**config.mk**
```make
export PLATFORM = sky130hd
export DESIGN_NAME = raster_scheduler
export DESIGN_NICKNAME = d
export VERILOG_FILES = /design/src/rtl/color_pkg.sv /design/src/rtl/fixed_pkg.sv /design/src/rtl/render_pkg.sv /design/src/rtl/raster_scheduler_depth_select.sv /design/src/rtl/raster_scheduler.sv
export SDC_FILE = /design/constraint.sdc
export NUM_CORES = 1
export LEC_CHECK = 0
export ABC_AREA = 1
export BUFFER_PORTS_ARGS = -buffer_cell sky130_fd_sc_hd__buf_2
export CORE_AREA = 2 2 119 121
export DETAILED_ROUTE_END_ITERATION = 8
export DIE_AREA = 0 0 121 123
export PLACE_DENSITY = 0.69
export SLEW_MARGIN = 15
export SYNTH_ARGS = -nofsm -noshare
export SYNTH_HDL_FRONTEND = slang
export SYNTH_SLANG_ARGS = --single-unit
```
**constraint.sdc**
```tcl
create_clock -name clk_100m -period 4.6 [get_ports clk_100m]
set_input_delay 0.92 -clock clk_100m [delete_from_list [all_inputs] [get_ports clk_100m]]
set_output_delay 0.92 -clock clk_100m [all_outputs]
set_load 0.02 [all_outputs]
```
**src/rtl/color_pkg.sv**
```systemverilog
// Colour types shared across the renderer.
// 12-bit colour packed as {r,g,b}, 4 bits per channel.
// No logic; types only.
package color_pkg;

    typedef struct packed {
        logic [3:0] r;
        logic [3:0] g;
        logic [3:0] b;
    } color12_t;

endpackage

```
**src/rtl/fixed_pkg.sv**
```systemverilog
// Fixed-point numeric types shared across the renderer.
// Q16.16 signed scalar and a 2-D point built from two of them.
// No logic; types only.
package fixed_pkg;

    typedef logic signed [31:0] q16_16_t;

    typedef struct packed {
        q16_16_t x;
        q16_16_t y;
    } point2d_t;

endpackage

```
**src/rtl/render_pkg.sv**
```systemverilog
// Renderer-wide scheduler state, depth constants and framebuffer defaults.
// Reuses fixed_pkg/color_pkg types; defines no new numeric types.
// Helper converts a framebuffer coordinate into a Q16.16 screen coordinate.
package render_pkg;
    import fixed_pkg::*;

    typedef enum logic [2:0] {
        RS_IDLE,
        RS_ISSUE,
        RS_DRAIN,
        RS_WRITE,
        RS_FINISH
    } raster_state_t;

    // Farthest representable depth: any covering triangle is nearer.
    localparam q16_16_t Z_FAR = 32'sh7FFF_FFFF;

    localparam int RASTER_FB_W = 160;
    localparam int RASTER_FB_H = 120;

    // Framebuffer coordinate -> screen Q16.16 (integer part scaled up by 2^shift).
    function automatic q16_16_t fb_to_screen(input logic [7:0] v, input int shift);
        return q16_16_t'({24'd0, v} << (16 + shift));
    endfunction

endpackage

```
**src/rtl/raster_scheduler_depth_select.sv**
```systemverilog
// Purpose: tags returning evaluator results and keeps the nearest covering colour.
// Latency: result tagged EVAL_LAT cycles after enable; best_color_nxt is the
//          value best_color takes at the next edge. Backpressure: none.
// Ports: clear (pixel start, loads Z_FAR/clear_color), enable (issue this cycle),
//        eval_* (evaluator result), best_color_nxt (next-state colour).
module depth_select
    import fixed_pkg::*, color_pkg::*, render_pkg::*;
#(
    parameter int EVAL_LAT = 2
) (
    input  logic     clk,
    input  logic     rst,
    input  logic     clear,
    input  logic     enable,
    input  color12_t clear_color,
    input  logic     eval_inside,
    input  q16_16_t  eval_z,
    input  color12_t eval_color,
    output color12_t best_color_nxt
);

    // Bit EVAL_LAT-1 is high exactly in the cycle an issued triangle returns.
    logic [EVAL_LAT-1:0] tag_sr;
    q16_16_t             best_z;
    q16_16_t             best_z_nxt;
    color12_t            best_color;
    logic                update;

    // Strict signed less-than: on equal depth the earlier (lower index) result stays.
    assign update = tag_sr[EVAL_LAT-1] & eval_inside & (eval_z < best_z);

    always_comb begin
        best_z_nxt     = best_z;
        best_color_nxt = best_color;
        if (clear) begin
            best_z_nxt     = Z_FAR;
            best_color_nxt = clear_color;
        end else if (update) begin
            best_z_nxt     = eval_z;
            best_color_nxt = eval_color;
        end
    end

    always_ff @(posedge clk or posedge rst) begin
        if (rst) begin
            tag_sr     <= '0;
            best_z     <= Z_FAR;
            best_color <= '0;
        end else begin
            tag_sr     <= (tag_sr << 1) | EVAL_LAT'(enable);
            best_z     <= best_z_nxt;
            best_color <= best_color_nxt;
        end
    end

endmodule

```
**src/rtl/raster_scheduler.sv**
```systemverilog
// Purpose: walks the framebuffer in raster order, time-multiplexing one evaluator
//          over up to MAX_TRIS triangles and writing the nearest colour per pixel.
// Latency: N+EVAL_LAT+1 cycles per pixel (1 when N=0); no backpressure, frame_start
//          while busy is dropped and flagged on overrun.
// Ports: frame_start/tri_count/bg_color in; tri_idx/eval_p to evaluator;
//        eval_* back; fb_we/fb_x/fb_y/fb_color to framebuffer; busy/done/overrun status.
module raster_scheduler
    import fixed_pkg::*, color_pkg::*, render_pkg::*;
#(
    parameter int FB_WIDTH    = RASTER_FB_W,
    parameter int FB_HEIGHT   = RASTER_FB_H,
    parameter int MAX_TRIS    = 16,
    parameter int EVAL_LAT    = 2,
    parameter int SCALE_SHIFT = 2
) (
    input  logic                          clk_100m,
    input  logic                          rst,
    input  logic                          frame_start,
    input  logic [$clog2(MAX_TRIS+1)-1:0] tri_count,
    input  color12_t                      bg_color,
    output logic [$clog2(MAX_TRIS)-1:0]   tri_idx,
    output point2d_t                      eval_p,
    input  logic                          eval_inside,
    input  q16_16_t                       eval_z,
    input  color12_t                      eval_color,
    output logic                          fb_we,
    output logic [7:0]                    fb_x,
    output logic [6:0]                    fb_y,
    output logic [11:0]                   fb_color,
    output logic                          busy,
    output logic                          done,
    output logic                          overrun
);

    localparam int CW = $clog2(MAX_TRIS + 1);
    localparam int IW = $clog2(MAX_TRIS);
    localparam int DW = $clog2(EVAL_LAT + 1);

    raster_state_t state;
    logic [CW-1:0] n_tris;
    color12_t      bg_q;
    logic [DW-1:0] drain_cnt;
    logic [7:0]    x;
    logic [6:0]    y;

    logic [CW-1:0] n_in;
    logic          accept;
    logic          last_px;
    logic          last_issue;
    logic          pix_start;
    logic [7:0]    x_nx;
    logic [6:0]    y_nx;
    color12_t      clr_color;
    color12_t      sel_color_nxt;

    assign n_in       = (tri_count > CW'(MAX_TRIS)) ? CW'(MAX_TRIS) : tri_count;
    assign accept     = (state == RS_IDLE) && frame_start;
    assign last_px    = (x == 8'(FB_WIDTH - 1)) && (y == 7'(FB_HEIGHT - 1));
    assign last_issue = (CW'(tri_idx) == n_tris - CW'(1));
    assign x_nx       = (x == 8'(FB_WIDTH - 1)) ? 8'd0 : x + 8'd1;
    assign y_nx       = (x == 8'(FB_WIDTH - 1)) ? y + 7'd1 : y;

    // Pixel start happens on the edge that leaves IDLE or leaves a non-final WRITE.
    // bg_color is not latched yet on the accept edge, so use the live input there.
    assign pix_start  = accept || ((state == RS_WRITE) && !last_px);
    assign clr_color  = accept ? bg_color : bg_q;

    // busy is high exactly when the FSM is outside IDLE.
    assign overrun    = frame_start & busy;
    assign fb_x       = x;
    assign fb_y       = y;

    depth_select #(
        .EVAL_LAT (EVAL_LAT)
    ) u_depth_select (
        .clk            (clk_100m),
        .rst            (rst),
        .clear          (pix_start),
        .enable         (state == RS_ISSUE),
        .clear_color    (clr_color),
        .eval_inside    (eval_inside),
        .eval_z         (eval_z),
        .eval_color     (eval_color),
        .best_color_nxt (sel_color_nxt)
    );

    // fb_color is loaded from the selector's next value so the final result
    // (returning in the last DRAIN cycle) is included in the written colour.
    always_ff @(posedge clk_100m or posedge rst) begin
        if (rst) begin
            state     <= RS_IDLE;
            n_tris    <= '0;
            bg_q      <= '0;
            drain_cnt <= '0;
            x         <= '0;
            y         <= '0;
            tri_idx   <= '0;
            eval_p    <= '0;
            fb_we     <= 1'b0;
            fb_color  <= '0;
            busy      <= 1'b0;
            done      <= 1'b0;
        end else begin
            fb_we <= 1'b0;
            done  <= 1'b0;
            case (state)
                RS_IDLE: begin
                    if (frame_start) begin
                        n_tris  <= n_in;
                        bg_q    <= bg_color;
                        x       <= '0;
                        y       <= '0;
                        tri_idx <= '0;
                        eval_p  <= '0;
                        busy    <= 1'b1;
                        if (n_in == '0) begin
                            state    <= RS_WRITE;
                            fb_we    <= 1'b1;
                            fb_color <= sel_color_nxt;
                        end else begin
                            state <= RS_ISSUE;
                        end
                    end
                end
                RS_ISSUE: begin
                    if (last_issue) begin
                        state     <= RS_DRAIN;
                        tri_idx   <= '0;
                        drain_cnt <= '0;
                    end else begin
                        tri_idx <= tri_idx + IW'(1);
                    end
                end
                RS_DRAIN: begin
                    if (drain_cnt == DW'(EVAL_LAT - 1)) begin
                        state    <= RS_WRITE;
                        fb_we    <= 1'b1;
                        fb_color <= sel_color_nxt;
                    end else begin
                        drain_cnt <= drain_cnt + DW'(1);
                    end
                end
                RS_WRITE: begin
                    if (last_px) begin
                        state  <= RS_FINISH;
                        done   <= 1'b1;
                        x      <= '0;
                        y      <= '0;
                        eval_p <= '0;
                    end else begin
                        x        <= x_nx;
                        y        <= y_nx;
                        eval_p.x <= fb_to_screen(x_nx, SCALE_SHIFT);
                        eval_p.y <= fb_to_screen({1'b0, y_nx}, SCALE_SHIFT);
                        if (n_tris == '0) begin
                            state    <= RS_WRITE;
                            fb_we    <= 1'b1;
                            fb_color <= sel_color_nxt;
                        end else begin
                            state <= RS_ISSUE;
                        end
                    end
                end
                RS_FINISH: begin
                    state <= RS_IDLE;
                    busy  <= 1'b0;
                end
                default: state <= RS_IDLE;
            endcase
        end
    end

endmodule

```
==> reports/qor.csv <==
metric,value,unit
crit_cells,14,
fp.dieH,123,um
synth.avg_cell_area,8.31,um2
cts_tree,built,
crit_chain,buf_2 -> ha_1 -> nand2_1 -> inv_1 -> nand3_1 -> nor3_1 -> nand2_1 -> nand2_1 -> nand2_1 -> nand3_1 -> nand3_2 -> nand2_4 -> o21ai_0 -> o21ai_1,
r2r-start,u_depth_select.best_z[15],
wl,12.5,mm
cp-end-kind,register,
syn_inst,716,
grt_pass1_wl,20.0,mm
rows,43,
rsz0062_at_grt,false,
p_per_area,650,mW/mm2
final_common_cell,nand2_1,
status,"finished, final reports clean",
grt_overflow,0,
cts-resized-gates,0,
setup_viol,0,
yosysSeqAreaShare,43.5,%
cts-buffers-inserted,9,
postCtsSetupRepairBufs,0,
seq_power_share,35.2,%
finalCritPeriodShare,72.4,%
start_kind,primary input,
drv_slew,0,
busiest_layer,met2,
fmax,300,MHz
layout-drive-gt1-share,22.7,%
finalClockSkew,8.90,ps
critical_path_class,in -> reg,
initial_utilization,43.7,%
swShare,40.9,%
max_slew_margin,37.4,%
gr-usage-met2,26.7,%
die-area,0.0149,mm2
port_buffers,114,
yosys.area.top_type,dfrtp_1,
clockBufferDepth,2,
cts.sinks,102,
vdd_drop_max,0.322,mV
core-area,0.0136,mm2
fin_setup_tns,0,ps
holdPathStages,0,
initialDrtViolationCount,219,
dp.cells,975,
min_path_type,reg -> reg,
p_leak,3.60,nW
path_clk_slew,70,ps
synth_top_area_share,29.9,%
pin_count,164,
synth-async-reset-ratio,100,%
crit_buf_inv,2,
htreeDepth,3,
fillers,1394,
crit_arrival,3600,ps
p_comb_share,44.6,%
min_from,u_depth_select.tag_sr[0],
yosysUniqueCellTypes,39,
cpLargestDelayFamily,simple AND/OR/NAND/NOR gates,
dp_hpwl,8.76,mm
netlist_area,0.00595,mm2
drc,0,
crit_slowest_cell,nand2_4,
cp_max_fo,62,
ys.flop_type,dfrtp_1,
grt_max_degree,75,
finalNetCount,907,
wl_per_cell,12.6,um
yosys_warnings,0,
hold_buffers,0,
drt_pass1_iterations,5,
cap_violations,0,
routed_via_density,4.63,
power_frac_clock,20.2,%
antenna_found_initial,2,
critPathRequiredTime,4870,ps
worst_slew_pin_slew,938,ps
use_met3,6.23,%
syn_to_final_growth,12.0,%
vias,4590,
die_w,121,um
fin_cells,991,
finalHoldViolCount,0,
ys_ff_latch,102,
cp_slowest_stage_delay,560,ps
met1_usage,22.6,%
crit_path_start,eval_z[15],
grt.total_usage,17.1,%
fin_crit,3330,ps
critPathMostFrequentCell,nand2_1,
layout_common_cells,"nand2_1 (164), buf_2 (114), inv_1 (94)",
routabilityCongestion,0.829,
antenna_left,0,
synth_edf_count,0,
clk_latency,350,ps
p_sw,1.77,mW
p_int,2.56,mW
cts-root-buf,clkbuf_16,
grt_pass1_vias,4133,
ys_top_cells_by_area,"dfrtp_1 (30%), dfstp_2 (14%), nand2_1 (10%)",
r2r_cells,14,
==> worst register-to-register path: cells and delay by family (launching register included) <==
family	cells	cell delay (ps)
and+or+nand+nor	9	1890
DFF	1	520
AOI/OAI and AO/OA	2	330
adders and majority gates	1	290
buffers and inverters	2	100
==> Yosys cell counts (4+ instances only) <==
master / number
a21oi_1: 22
buf_2: 9
buf_4: 66
buf_6: 5
clkbuf_1: 4
dfrtp_1: 71
dfstp_2: 31
ha_1: 36
inv_1: 95
nand2_1: 164
nand2_2: 10
nand3_1: 30
nand4_1: 15
nor2_1: 26
nor3_1: 7
o21ai_0: 45
o21ai_1: 39
o22ai_1: 4
xor2_1: 7
==> metrics by stage <==
| stage | hold slack [ps] | power [mW] | cell area (um2) | util (%) | setup slack [ps] |
|---|---|---|---|---|---|
| 4_1_cts | 364 | 4.39 | 6670 | 49.0 | 1290 |
| 3_3_place_gp | 332 | 3.44 | 6330 | 46.5 | 999 |
| 5_1_grt | 383 | 4.75 | 6670 | 49.0 | 892 |
| 6_report | 358 | 4.34 | 6670 | 49.0 | 1270 |
| 3_5_place_dp | 336 | 3.49 | 6330 | 46.5 | 924 |
| 2_1_floorplan | 331 | 3.15 | 6130 | - | 1060 |
==> flip-flops by register name, indices dropped and copies added, names as in the netlist <==
signal and cells:
u_depth_select.tag_sr 2, u_depth_select.best_color 12, fb_we 1, eval_p 2
bg_q 12, fb_x 7, fb_y 6, tri_idx 4
state 3, n_tris 5, fb_color 12, u_depth_select.best_z 32
done 1, drain_cnt 2, busy 1
==> final timing paths <==
| check | endpoint | slack, ps |
|---|---|---|
| worst max-delay path | u_depth_select.best_z[9] | 1270 |
| worst min-delay path | u_depth_select.tag_sr[1] | 360 |
| worst max register to register | u_depth_select.best_z[9] | 1390 |
| worst min register to register | u_depth_select.tag_sr[1] | 360 |
| max in group asynchronous | eval_p[57] | 2870 |
| min in group asynchronous | n_tris[1] | 770 |
==> final cells by class <==
cell class,instances,area (um2),share of cell area (%)
Tap cell,180,225,3.38
Sequential cell,102,2590,38.9
Timing Repair Buffer,116,586,8.78
Antenna cell,1,2.50,0.0375
Inverter,98,375,5.63
Multi-Input combinational cell,479,2550,38.3
Clock buffer,11,243,3.64
Clock inverter,4,95.1,1.43
==> layer usage <==
metal / routed length, um / part of all wire, %
met5: 13 / 0.10
met3: 940 / 7.5
met2: 5670 / 45
met1: 5670 / 45
met4: 183 / 1.5
==> power groups by stage <==
| stage | clock network [mW] | logic (mW) | registers, mW |
|---|---|---|---|
| after floorplan | 0 | 1.54 | 1.61 |
| after global placement | 0 | 1.90 | 1.53 |
| after detailed placement | 0 | 1.95 | 1.55 |
| after CTS | 0.900 | 1.96 | 1.53 |
| after global routing | 0.936 | 2.24 | 1.57 |
| final | 0.875 | 1.93 | 1.53 |
==> logic make-up (layout without fill, tap and decap cells) <==
kind of cell    after synthesis  after routing  share of synthesized area (%)
buf+inv                     183            229                           16.6
xor+xnor                     10             10                           1.47
other cells                   1             50                         0.0630
simple gates                265            265                           20.1
fa+ha+maj                    36             36                           7.57
flops                       102            102                           43.5
compound gates              119            119                           10.6
(Power assumes the default switching activity.)
